**src/rtl/vga_text_fetcher.sv**
```systemverilog
// vga_text_fetcher: refreshes the whole char-buffer RAM from packed text words in system memory.
// Latency: first mem_req the cycle after start; each word = 1 REQ cycle (+ ack wait) + CPW write cycles.
// Backpressure: mem_req/mem_add held until mem_ack; starts while busy collapse into one queued frame.
module vga_text_fetcher #(
   parameter int                WORD_SIZE      = 32,
   parameter int                ASCII_SIZE     = 8,
   parameter int                CHARS_HORZ     = 80,
   parameter int                CHARS_VERT     = 30,
   parameter int                ADDR_W         = 32,
   parameter logic [ADDR_W-1:0] VGA_MEM_OFFSET = '0,
   parameter bit                BIT_REVERSE    = 1'b1,
   localparam int               ROW_W          = (CHARS_VERT > 1) ? $clog2(CHARS_VERT) : 1,
   localparam int               COL_W          = (CHARS_HORZ > 1) ? $clog2(CHARS_HORZ) : 1
) (
   input  logic                  clk,
   input  logic                  rst,
   input  logic                  start,
   output logic                  mem_req,
   output logic [ADDR_W-1:0]     mem_add,
   input  logic                  mem_ack,
   input  logic [WORD_SIZE-1:0]  mem_data,
   output logic                  buf_we,
   output logic [ROW_W-1:0]      buf_row,
   output logic [COL_W-1:0]      buf_col,
   output logic [ASCII_SIZE-1:0] buf_char,
   output logic                  busy,
   output logic                  frame_done
);

   localparam int CPW    = WORD_SIZE / ASCII_SIZE;
   localparam int NWORDS = (CHARS_HORZ * CHARS_VERT) / CPW;
   localparam int WIDX_W = (NWORDS > 1) ? $clog2(NWORDS) : 1;
   localparam int LANE_W = (CPW > 1) ? $clog2(CPW) : 1;

   // Geometry must split cleanly into whole characters and whole words per row.
   if ((WORD_SIZE % ASCII_SIZE) != 0) begin : g_bad_word_size
      $error("vga_text_fetcher: WORD_SIZE must be a multiple of ASCII_SIZE");
   end
   if ((CHARS_HORZ % (WORD_SIZE / ASCII_SIZE)) != 0) begin : g_bad_row_size
      $error("vga_text_fetcher: CHARS_HORZ must be a multiple of WORD_SIZE/ASCII_SIZE");
   end

   typedef enum logic [1:0] {
      IDLE   = 2'd0,
      REQ    = 2'd1,
      UNPACK = 2'd2,
      DONE   = 2'd3
   } state_t;

   state_t                           state;
   state_t                           state_next;
   logic [WIDX_W-1:0]                word_idx;
   logic [ROW_W-1:0]                 row;
   logic [COL_W-1:0]                 col;
   logic [LANE_W-1:0]                lane;
   logic                             pending;
   logic [CPW-1:0][ASCII_SIZE-1:0]   word_q;
   logic [ASCII_SIZE-1:0]            lane_bits;
   logic [ASCII_SIZE-1:0]            char_rev;
   logic                             last_lane;
   logic                             last_word;
   logic                             last_col;

   assign last_lane = (lane == LANE_W'(CPW - 1));
   assign last_word = (word_idx == WIDX_W'(NWORDS - 1));
   assign last_col  = (col == COL_W'(CHARS_HORZ - 1));

   // Select the current lane of the latched word and build its bit-mirrored form.
   always_comb begin
      lane_bits = word_q[lane];
      char_rev  = '0;
      for (int b = 0; b < ASCII_SIZE; b++) begin
         char_rev[b] = lane_bits[ASCII_SIZE-1-b];
      end
   end

   // FSM state register.
   always_ff @(posedge clk) begin
      if (rst) begin
         state <= IDLE;
      end else begin
         state <= state_next;
      end
   end

   // Next-state and outputs; every output is forced to 0 outside the state that owns it.
   always_comb begin
      state_next = state;
      mem_req    = 1'b0;
      mem_add    = '0;
      buf_we     = 1'b0;
      buf_row    = '0;
      buf_col    = '0;
      buf_char   = '0;
      busy       = 1'b0;
      frame_done = 1'b0;
      case (state)
         IDLE: begin
            if (start) begin
               state_next = REQ;
            end
         end
         REQ: begin
            busy    = 1'b1;
            mem_req = 1'b1;
            mem_add = VGA_MEM_OFFSET + ADDR_W'(word_idx);
            if (mem_ack) begin
               state_next = UNPACK;
            end
         end
         UNPACK: begin
            busy     = 1'b1;
            buf_we   = 1'b1;
            buf_row  = row;
            buf_col  = col;
            buf_char = BIT_REVERSE ? char_rev : lane_bits;
            if (last_lane) begin
               state_next = last_word ? DONE : REQ;
            end
         end
         DONE: begin
            busy       = 1'b1;
            frame_done = 1'b1;
            // A start landing in this very cycle counts as a queued frame.
            state_next = (pending || start) ? REQ : IDLE;
         end
         default: begin
            state_next = IDLE;
         end
      endcase
   end

   // Queued-frame flag: any start seen while busy, consumed when the frame finishes.
   always_ff @(posedge clk) begin
      if (rst) begin
         pending <= 1'b0;
      end else if (state == DONE) begin
         pending <= 1'b0;
      end else if ((state != IDLE) && start) begin
         pending <= 1'b1;
      end
   end

   // Word latch plus word/lane/row/column position counters.
   always_ff @(posedge clk) begin
      if (rst) begin
         word_idx <= '0;
         row      <= '0;
         col      <= '0;
         lane     <= '0;
         word_q   <= '0;
      end else begin
         case (state)
            IDLE, DONE: begin
               // Every frame begins at screen position 0.
               word_idx <= '0;
               row      <= '0;
               col      <= '0;
               lane     <= '0;
            end
            REQ: begin
               // Data is only trusted on the ack cycle of an outstanding request.
               if (mem_ack) begin
                  word_q <= mem_data;
                  lane   <= '0;
               end
            end
            UNPACK: begin
               if (last_col) begin
                  col <= '0;
                  row <= row + ROW_W'(1);
               end else begin
                  col <= col + COL_W'(1);
               end
               if (last_lane) begin
                  lane     <= '0;
                  word_idx <= word_idx + WIDX_W'(1);
               end else begin
                  lane <= lane + LANE_W'(1);
               end
            end
            default: begin
            end
         endcase
      end
   end

endmodule
```
**config.mk**
```make
export PLATFORM = sky130hd
export DESIGN_NAME = vga_text_fetcher
export DESIGN_NICKNAME = d
export VERILOG_FILES = /design/src/rtl/vga_text_fetcher.sv
export SDC_FILE = /design/constraint.sdc
export NUM_CORES = 1
export LEC_CHECK = 0
export BUFFER_PORTS_ARGS = -buffer_cell sky130_fd_sc_hd__buf_2
export CAP_MARGIN = 40
export CELL_PAD_IN_SITES_DETAIL_PLACEMENT = 1
export CELL_PAD_IN_SITES_GLOBAL_PLACEMENT = 1
export CORE_ASPECT_RATIO = 0.5
export CORE_MARGIN = 2
export CORE_UTILIZATION = 38
export DETAILED_ROUTE_END_ITERATION = 8
export PLACE_DENSITY_LB_ADDON = 0.1
export SYNTH_ARGS = -nofsm -noshare
export SYNTH_HDL_FRONTEND = slang
export SYNTH_SLANG_ARGS = --single-unit
```
**constraint.sdc**
```tcl
create_clock -name clk -period 2.4 [get_ports clk]
set_clock_uncertainty 0.2 [all_clocks]
set_input_delay 0.48 -clock clk [delete_from_list [all_inputs] [get_ports clk]]
set_output_delay 0.48 -clock clk [all_outputs]
set_load 0.05 [all_outputs]
```
Yosys cells after proc, flatten, opt, wreduce, memory -nomap -nowiden. Index checks and enable logic that the tools add are counted.

Word-level logic and storage cells: 62. Register bits: 59.

Multiplexer cells: 25. Reductions and logical operators: 12. Order comparisons: 1. Equal/unequal tests: 10. Add/sub/neg operators: 4.

Operators with widths (number): two-way mux 10 bit (2); case mux 10 bit (2 select lines) (1); binary-select mux 8 bit (select 2 bit) (1); two-way mux 8 bit (2); two-way mux 7 bit (2); case mux 7 bit (2 select lines) (1); two-way mux 2 bit (6); adder 10 x 1 -> 10 bit (second input constant) (1); == test 10 bit (second input constant) (1); two-way mux 5 bit (2); case mux 5 bit (2 select lines) (1); inequality test 2 bit (second input constant) (4); case mux 2 bit (4 select lines) (1); adder 7 x 1 -> 7 bit (second input constant) (1); == test 7 bit (second input constant) (1); == test 2 bit (second input constant) (3); case mux 2 bit (3 select lines) (1); AND reduction 2 bit (3); adder 5 x 1 -> 5 bit (second input constant) (1); two-way mux 1 bit (5); nonzero test 2 bit (2); OR reduction 2 bit (2); < comparator 2 x 3 -> 1 bit (second input constant) (1); AND reduction 3 bit (1); 6 further kinds (6).

Longest topological paths before layout. Gate-level depths: netlist of run 1.

Word-level depth: 4. Mapped depth: 8. Depth with buffers taken out: 5.

Worst setup path after synthesis of run 1. OpenSTA, ideal clock, no wires.

Path type: register -> output. From: register state[0]. To: output port buf_char[0]. Data required time: 1.720 ns. Path slack: -0.263 ns. Stages on the path, launching flop included: 7. Arrival: 1.983 ns. Cell sequence: dfxtp_1 -> inv_1 -> ha_1 -> buf_4 -> buf_4 -> clkbuf_1 -> and2_1.

Word-level cells in the longest chain between the ends: 2.

RTL lines: from (decl) (line 50) `state_t state;`; from (signal assigned) (line 82) `state <= state_next;`; == test 2 bit (line 97) `case (state)`; two-way mux 8 bit (line 97); to (decl) (line 25) `output logic [ASCII_SIZE-1:0] buf_char,`.

Every way passes these cells.

Final worst setup path of run 1.
From: register lane[0]. To: output port buf_char[6].

Word-level cells in the longest chain between the ends: 3.

RTL lines: from (decl) (line 55) `logic [LANE_W-1:0] lane;`; from (signal assigned) (line 179) `lane <= lane + LANE_W'(1);`; binary-select mux 8 bit (select 2 bit) (line 70) `lane_bits = word_q[lane];`; two-way mux 8 bit (implied by the code) (line 70); two-way mux 8 bit (line 97).

Every way passes these cells. The select of a mux whose other input is x is not followed.

==> results.cfg, run 1 <==
[final_layout]
antenna_cells = 0
area_delta_synth_final_pct = 25.5
fin_nets = 496
fillers = 972
fin_area_mm2 = 0.00408
final_util_pct = 50.1
drive_gt1_share_pct = 28.5

[grt]
grt_pass1_vias = 2909
grt_overflow = 0
track_usage_pct = 18.7
grt_pass1_wl_mm = 14.1
grt_max_degree = 41
antenna_found_initial = 0

[logic_synthesis]
synth_simple_gate_area_share_pct = 29.5
ys.flop_type = dfxtp_1
synth_cells = 385
synthesis.area_mm2 = 0.00325
synth_enable_flop_cells = 0
syn_avg_cell_area_um2 = 8.45
synth_xor_area_share_pct = 0.269
ys_seq_area_share_pct = 36.3
synth-async-reset-ratio_pct = 0
synth_top_family_by_area = simple AND/OR/NAND/NOR gates
yosys_warnings = 0
ys_seq_elements = 59
synth_cell_types = 55
synthAdderAreaFrac_pct = 3.46
synthMuxAreaShare_pct = 6.77
synth_compound_area_share_pct = 14.1

[sta]
slew_viol_final = 0
hold_viol = 0
setup_viol = 0
final.min_clock_period_ns = 2.36
holdWs_ns = 0.180
slew_headroom_pct = 63.8
fin_crit_sh_pct = 98.4
setup_ws_ns = 0.0390
fmax_mhz = 424
tightest_slew_ns = 0.540
rsz0062_at_grt = true

[drt]
vias_per_cell = 5.17
firstDrtPassIters = 4
vias = 2934
ant_nets = 0
drtIter0Drc = 125
drc = 0
wirelength_mm = 8.74
wire_per_inst_um = 15.4

[floorplan]
fp.dieW_um = 135
die_y_um = 69.4
start_util_pct = 40.0
die-area_mm2 = 0.00937
ioPinCount = 92
rows = 23
core_mm2 = 0.00814

[power]
power_mw = 3.52
ir_drop_mv = 0.424
p_leak_nw = 1.62
power_density_mw_per_mm2 = 863

[worst_hold_path]
worstHoldPathCells = 3
hold_path_end = word_q[4]$_SDFFE_PP0P_
hold_start = mem_data[4]
hold_path_class = in2reg

[placement]
port_buffers = 69
routabilityCongestion = 0.810
place_area_mm2 = 0.00364
hpwlAfterDp_mm = 6.01
dp_slack_ns = 0.219

[clocking]
insertion_delay_ns = 0.33
cts_made_buffers = 9
ctsRootBufferMaster = clkbuf_16
cts_tree = done
htreeDepth = 3
cts.sinks = 59
clk_pin_slew_ns = 0.05
ctsLongestPathBuffers = 2

[worst_setup_path]
worstPathRequired_ns = 1.72
critPathArrivalTime_ns = 1.68
end_kind = output port
crit_fanout = 8
rrSetupSlack_ns = 0.32
r2r_end = state[1]$_SDFFE_PP0P_
start_kind = register
reg2reg_depth = 5
r2r_start = lane[0]$_SDFFE_PP0P_
path_class = reg2out

[status]
status = complete, no violations

[run]
maxCapViolations = 0
-- stage by stage --
step                std cells   TNS, ns
global placement          549         0
CTS                       565  -0.00409
finish                    568         0
global route              568  -0.00803
detailed placement        549         0
floorplan                 406         0
-- flip-flops by register name (all words and copies together) (netlist names) --
register and count:
word_idx 10, lane 2, word_q 32, state 2, col 7, pending 1
row 5
-- worst max-delay path: stages, from the launching register on --
cell and delay (ns):
dfxtp_4 0.36, buf_12 0.14, mux4_2 0.49, and2_2 0.21, buf_6 0.15
-- area by class of cell --
cell class	count	area [µm²]	share of cell area [%]
multi-input combinational	297	1890	46.2
sequential	59	1190	29.0
timing repair buffer	80	556	13.6
clock buffer	9	225	5.51
tap	112	140	3.43
clock inverter	7	76.3	1.87
inverter	4	15.0	0.368
-- power by group --
group          switching (mW)  internal, mW  total (mW)
Combinational           0.703         0.381        1.08
Sequential             0.0683          1.08        1.15
Clock                   0.487         0.807        1.29
-- cells by family (layout without fill, tap and decap cells) --
logic type / after synthesis / after routing
buffers and inverters: 50 / 100
other: 1 / 22
XOR/XNOR: 1 / 1
AO/OA/AOI/OAI: 78 / 78
AND/OR/NAND/NOR: 175 / 175
adder cells (fa/ha/maj): 9 / 9
multiplexers: 12 / 12
flip-flops: 59 / 59
-- placed cells by master (no fill, tap or decap), types with 6 or more instances in the layout --
master     synthesis  routed
buf_6              3       8
and2_1            31      18
conb_1             1      22
dfxtp_1           59      57
mux4_2             8       8
ha_1               9       7
clkbuf_4           0       7
nand3_1            6       6
a31oi_1            6       6
clkbuf_16          0      10
o21ai_0           10      10
nand4_1            6       6
buf_4             24       9
a21oi_1           44      44
and2_2             0      10
nand2_1           79      79
nand2b_1          12      12
buf_2              9      52
-- cell usage after synthesis (all sizes together) (2+ instances only) --
master | count | share of area, %
and2 | 31 | 6.0
nor4 | 5 | 0.96
nand3b | 2 | 0.46
dfxtp | 59 | 36
or3 | 3 | 0.58
nor2b | 6 | 1.5
a21oi | 44 | 6.8
mux4 | 8 | 5.5
nand4 | 6 | 1.2
mux2i | 4 | 1.2
o31ai | 3 | 0.69
nand3 | 7 | 1.2
nand2 | 79 | 9.1
o41ai | 2 | 0.54
nand4b | 6 | 2.1
a31oi | 6 | 1.2
or3b | 2 | 0.54
o21ba | 2 | 0.62
nor2 | 2 | 0.23
buf | 39 | 8.3
ha | 9 | 3.5
or4 | 4 | 0.92
nand2b | 12 | 2.3
clkbuf | 7 | 0.81
inv | 4 | 0.46
o21ai | 10 | 1.5
o311ai | 2 | 0.54
nor3 | 2 | 0.31
-- worst max path at each step --
stage	start	end	slack, ns
floorplan	state[1]$_SDFFE_PP0P_	mem_add[1]	0.00004
global placement	lane[0]$_SDFFE_PP0P_	buf_char[3]	0.28
detailed placement	lane[0]$_SDFFE_PP0P_	buf_char[3]	0.22
CTS	lane[0]$_SDFFE_PP0P_	buf_char[3]	-0.004
global route	lane[0]$_SDFFE_PP0P_	buf_char[6]	-0.008
finish	lane[0]$_SDFFE_PP0P_	buf_char[6]	0.04
-- layer usage --
layer | global-route usage [%] | routed length [µm] | vias to the layer above
li1 | - | - | 1440
met4 | 5.26 | 50 | 0
met3 | 5.48 | 429 | 6
met2 | 31.5 | 4240 | 74
met1 | 23.4 | 4020 | 1414
met5 | 0 | 0 | -
-- repair_timing --
item	CTS	global route
hold buffers	0	0
gates resized for setup	21	12
buffers inserted	0	2
pin swaps	0	1
cloned	0	1
setup endpoints to repair	18	21
Note: power is estimated with default switching activity, not from simulation.
==> inputs of run 2 (changes only) <==
--- a/config.mk
+++ b/config.mk
@@ -7,7 +7,7 @@
 export LEC_CHECK = 0
 export BUFFER_PORTS_ARGS = -buffer_cell sky130_fd_sc_hd__buf_2
 export CAP_MARGIN = 40
-export CELL_PAD_IN_SITES_DETAIL_PLACEMENT = 1
+export CELL_PAD_IN_SITES_DETAIL_PLACEMENT = 0
 export CELL_PAD_IN_SITES_GLOBAL_PLACEMENT = 1
 export CORE_ASPECT_RATIO = 0.5
 export CORE_MARGIN = 2
==> run 2 against run 1 <==
First-iteration DRC count shrank 4.0%. Setup slack gained 0.028 ns. Non-clock buffer count is the same. Design area is essentially flat. Clock power grew 8%. Routed wire length shrank 10%. Die area is the same. Power grew 1.8%. Sequential share of layout area is essentially flat. Worst hold slack gained 0.0075 ns. Critical path type unchanged. Highest routed layer unchanged.
==> results.cfg, run 2 (same netlist as run 1, synthesis figures left out) <==
[status]
status = complete, no violations

[grt]
antenna_found_initial = 0
grt_max_degree = 41
grt_overflow = 0
grt_pass1_vias = 2655
grt_pass1_wl_mm = 12.7
track_usage_pct = 17.0

[worst_setup_path]
critPathLaunch = lane[0]$_SDFFE_PP0P_
crit_fanout = 8
rrSetupSlack_ns = 0.32
critPathArrivalTime_ns = 1.65
end_kind = output port
r2r_end = state[1]$_SDFFE_PP0P_
reg2reg_depth = 5
path_class = reg2out
r2r_start = state[0]$_SDFFE_PP0P_
worstPathRequired_ns = 1.72
start_kind = register

[final_layout]
antenna_cells = 0
drive_gt1_share_pct = 28.5
area_delta_synth_final_pct = 25.5
top_register = word_q
fillers = 802
final_util_pct = 50.2
fin_area_mm2 = 0.00409
final_common_cell = nand2_1
largest_registers = word_q: 32 flops, word_idx: 10 flops, col: 7 flops
final_cell_mix = 79 x nand2_1, 59 x buf_2, 57 x dfxtp_1, 44 x a21oi_1, 22 x conb_1
stdcell_count = 568
fin_nets = 496
largest_reg_flops = 32

[sta]
hold_viol = 0
slew_viol_final = 0
fin_crit_sh_pct = 97.2
setup_viol = 0
final.min_clock_period_ns = 2.33
setup_ws_ns = 0.0666
rsz0062_at_grt = false
fin_setup_tns_ns = 0
holdWs_ns = 0.188
tightest_slew_ns = 0.559
slew_headroom_pct = 62.6
fmax_mhz = 429

[drt]
drc = 0
drtIter0Drc = 120
highest_layer = met4
vias_per_cell = 5.06
wl_met1_mm = 3.80
vias = 2874
ant_nets = 0
wirelength_mm = 7.86
routed-wl-met3_um = 471
wire_per_inst_um = 13.8
wl_met2_mm = 3.51
firstDrtPassIters = 4

[worst_hold_path]
hold_path_end = word_q[18]$_SDFFE_PP0P_
hold_start = mem_data[18]
worstHoldPathCells = 3
hold_path_class = in2reg

[placement]
dp_cells = 549
routabilityCongestion = 0.810
place_area_mm2 = 0.00364
port_buffers = 69
dp_slack_ns = 0.234
hpwlAfterDp_mm = 5.26

[power]
power.share.sequential_pct = 31.8
power_density_mw_per_mm2 = 878
p_leak_nw = 1.64
combinationalPowerShare_pct = 29.5
power_mw = 3.59
internal_power_mw = 2.39
power.switching_mw = 1.20
clkPwrFrac_pct = 38.7
ir_drop_mv = 0.429
switching_share_pct = 33.4

[clocking]
clk_pin_slew_ns = 0.05
ctsRootBufferMaster = clkbuf_16
htreeDepth = 3
cts-hold-fix-buffers = 0
cts_made_buffers = 9
ctsLongestPathBuffers = 2
insertion_delay_ns = 0.32
cts.sinks = 59
cts_tree = done

[floorplan]
ioPinCount = 92
die-area_mm2 = 0.00937
core_mm2 = 0.00814
fp.dieW_um = 135
rows = 23
die_y_um = 69.4
start_util_pct = 40.0

[run]
maxCapViolations = 0
## run 2: changes by cell type in the layout (fill, tap and decap cells not counted), sizes merged
cell    delta
clkinv     -1
clkbuf     -4
buf        +5
inv        -1
bufinv     +1
## run 2: routing by layer
| metal | up-vias | track usage, % |
|---|---|---|
| met1 | 1338 | 22.5 |
| met3 | 8 | 5.92 |
| li1 | 1444 | - |
| met5 | - | 0 |
| met4 | 0 | 5.73 |
| met2 | 84 | 25.9 |
## run 2: power groups by stage
stage | Sequential [mW] | Clock [mW] | Combinational (mW)
final | 1.14 | 1.39 | 1.06
after global routing | 1.15 | 1.47 | 1.16
after CTS | 1.14 | 1.42 | 1.02
after detailed placement | 1.16 | 0 | 0.997
after global placement | 1.15 | 0 | 0.979
after floorplan | 1.14 | 0 | 0.844
## run 2: worst max-delay path, stage by stage, from the launching register on
cell     delay (ns)
dfxtp_4        0.35
buf_12         0.13
mux4_2         0.48
and2_2         0.21
buf_6          0.15
## run 2: worst max-delay path by stage
stage | depth (start not counted) | to
2_1_floorplan | 6 | mem_add[1]
3_3_place_gp | 4 | buf_char[3]
3_5_place_dp | 4 | buf_char[3]
4_1_cts | 4 | buf_char[4]
5_1_grt | 4 | buf_char[4]
6_report | 4 | buf_char[2]
## run 2: repair_timing
action | 4_1_cts | 5_1_grt
setup buffers | 0 | 2
endpoints found under the setup margin | 17 | 14
pin swaps | 0 | 1
gates cloned | 0 | 1
gates resized for setup | 19 | 6
## run 2: cell type report
cell class                      count  area (µm²)  share of cell area (%)
Timing Repair Buffer               80         542                    13.3
Multi-Input combinational cell    297        1870                    45.9
Tap cell                          112         140                    3.43
Clock buffer                       10         239                    5.85
Clock inverter                      6        88.8                    2.17
Sequential cell                    59        1190                    29.0
Inverter                            4        15.0                   0.368
==> inputs of run 3 (changes only) <==
--- a/config.mk
+++ b/config.mk
@@ -14,6 +14,7 @@
 export CORE_UTILIZATION = 38
 export DETAILED_ROUTE_END_ITERATION = 8
 export PLACE_DENSITY_LB_ADDON = 0.1
+export RECOVER_POWER = 100
 export SYNTH_ARGS = -nofsm -noshare
 export SYNTH_HDL_FRONTEND = slang
 export SYNTH_SLANG_ARGS = --single-unit
==> run 3 against run 2 <==
Non-clock buffer count stayed put. Cell count did not move. First-iteration DRC count fell by 1.7%. Worst hold slack about the same. Register-to-register slack got worse by 0.09 ns. Routed wire length grew 0.10%. Die area unchanged. Global-route usage unchanged. Count of clock-buffer cells in the layout is the same. Highest routed layer unchanged.
==> results.cfg, run 3 (same netlist as run 1, synthesis figures left out) <==
[status]
status = complete, no violations

[final_layout]
antenna_cells = 0
top_register = word_q
largest_reg_flops = 32
largest_registers = word_q: 32 flops, word_idx: 10 flops, col: 7 flops
final_cell_mix = 79 x nand2_1, 57 x dfxtp_1, 44 x a21oi_1, 38 x buf_2, 22 x conb_1
final_common_cell = nand2_1
area_delta_synth_final_pct = 25.0
fin_nets = 496
drive_gt1_share_pct = 27.6
fillers = 806

[drt]
ant_nets = 0
drtIter0Drc = 118
wirelength_mm = 7.87
vias_per_cell = 5.08
drc = 0
vias = 2884
firstDrtPassIters = 4
wire_per_inst_um = 13.8

[floorplan]
fp.dieW_um = 135
start_util_pct = 40.0
die-area_mm2 = 0.00937
core_mm2 = 0.00814
ioPinCount = 92
die_y_um = 69.4
rows = 23

[worst_setup_path]
slowest_delay_ns = 0.35
critPathArrivalTime_ns = 1.66
worst-path-buf-inv = 3
path_cells = inv_1 -> ha_2 -> buf_12 -> and2_1 -> clkbuf_2
critPathTopFamily = buffers and inverters
path_class = reg2out
start_kind = register
slowest_stage = dfxtp_2
end_kind = output port
worstPathRequired_ns = 1.72
crit_fanout = 20

[sta]
fin_setup_tns_ns = 0
hold_viol = 0
fin_crit_sh_pct = 97.3
slew_headroom_pct = 56.2
tightest_slew_ns = 0.658
holdWs_ns = 0.188
fmax_mhz = 428
slew_viol_final = 0
rsz0062_at_grt = false
final.min_clock_period_ns = 2.34
setup_viol = 0

[clocking]
cts-hold-fix-buffers = 0
clk_pin_slew_ns = 0.05
htreeDepth = 3
cts_tree = done
insertion_delay_ns = 0.32
cts_made_buffers = 9
ctsRootBufferMaster = clkbuf_16
ctsLongestPathBuffers = 2
cts.sinks = 59

[placement]
hpwlAfterDp_mm = 5.26
port_buffers = 69
routabilityCongestion = 0.810

[grt]
grt_pass1_wl_mm = 12.7
track_usage_pct = 17.0
antenna_found_initial = 0
grt_max_degree = 41
grt_overflow = 0
grt_pass1_vias = 2655

[power]
p_leak_nw = 1.61
power_density_mw_per_mm2 = 877
ir_drop_mv = 0.429

[run]
maxCapViolations = 0

[worst_hold_path]
hold_path_class = in2reg
run 3: worst paths after layout:
kind         slack [ns]  cells after the start               startpoint                      end
min                0.19                      3             mem_data[18]  word_q[18]$_SDFFE_PP0P_
max                0.06                      5    state[0]$_SDFFE_PP0P_               buf_col[4]
min reg2reg        0.25                      2  word_q[20]$_SDFFE_PP0P_  word_q[20]$_SDFFE_PP0P_
max reg2reg        0.23                      6    state[1]$_SDFFE_PP0P_      col[3]$_SDFFE_PP0P_
run 3: tightest hold or removal path, cell delays in order:
cell and delay, ns:
buf_2 0.09, nand2_1 0.04, a21oi_1 0.05
run 3: area by class of cell:
class	instances	area, µm²	share of cell area (%)
multi-input cells	297	1860	45.8
flip-flops and latches	59	1190	29.2
repair buffers	80	534	13.1
clock buffers	10	239	5.88
well taps	112	140	3.45
clock inverters	6	88.8	2.18
inverters	4	15.0	0.369
run 3: where the power goes:
part | leakage, nW | total (mW) | switching [mW] | internal (mW)
clock network | 0.155 | 1.39 | 0.452 | 0.935
logic | 0.974 | 1.04 | 0.678 | 0.360
registers | 0.479 | 1.14 | 0.0637 | 1.08
total | 1.61 | 3.57 | 1.19 | 2.37
run 3: timing repair:
item                                    CTS  global route
buffers inserted                          0             2
endpoints found under the setup margin   17            14
pin swaps                                 0             1
cloned                                    0             1
resized for setup                        19             6
run 3: metal layers:
layer  vias up  wire length (µm)  GRT usage, %
met4         0                76          5.73
met1      1345              3790          22.5
met3         8               490          5.92
met2        88              3510          25.9
li1       1443                 -             -
met5         -                 0             0
run 3: metrics by stage:
step	cells	total power [mW]	util (%)	instance area (µm²)	worst slack [ns]
after floorplan	406	1.98	-	3350	0.0000444
after global placement	549	2.13	44.7	3640	0.278
after detailed placement	549	2.15	44.7	3640	0.234
after CTS	565	3.58	49.5	4030	0.00199
after global routing	568	3.77	49.9	4070	0.00540
final	568	3.57	49.9	4070	0.0645
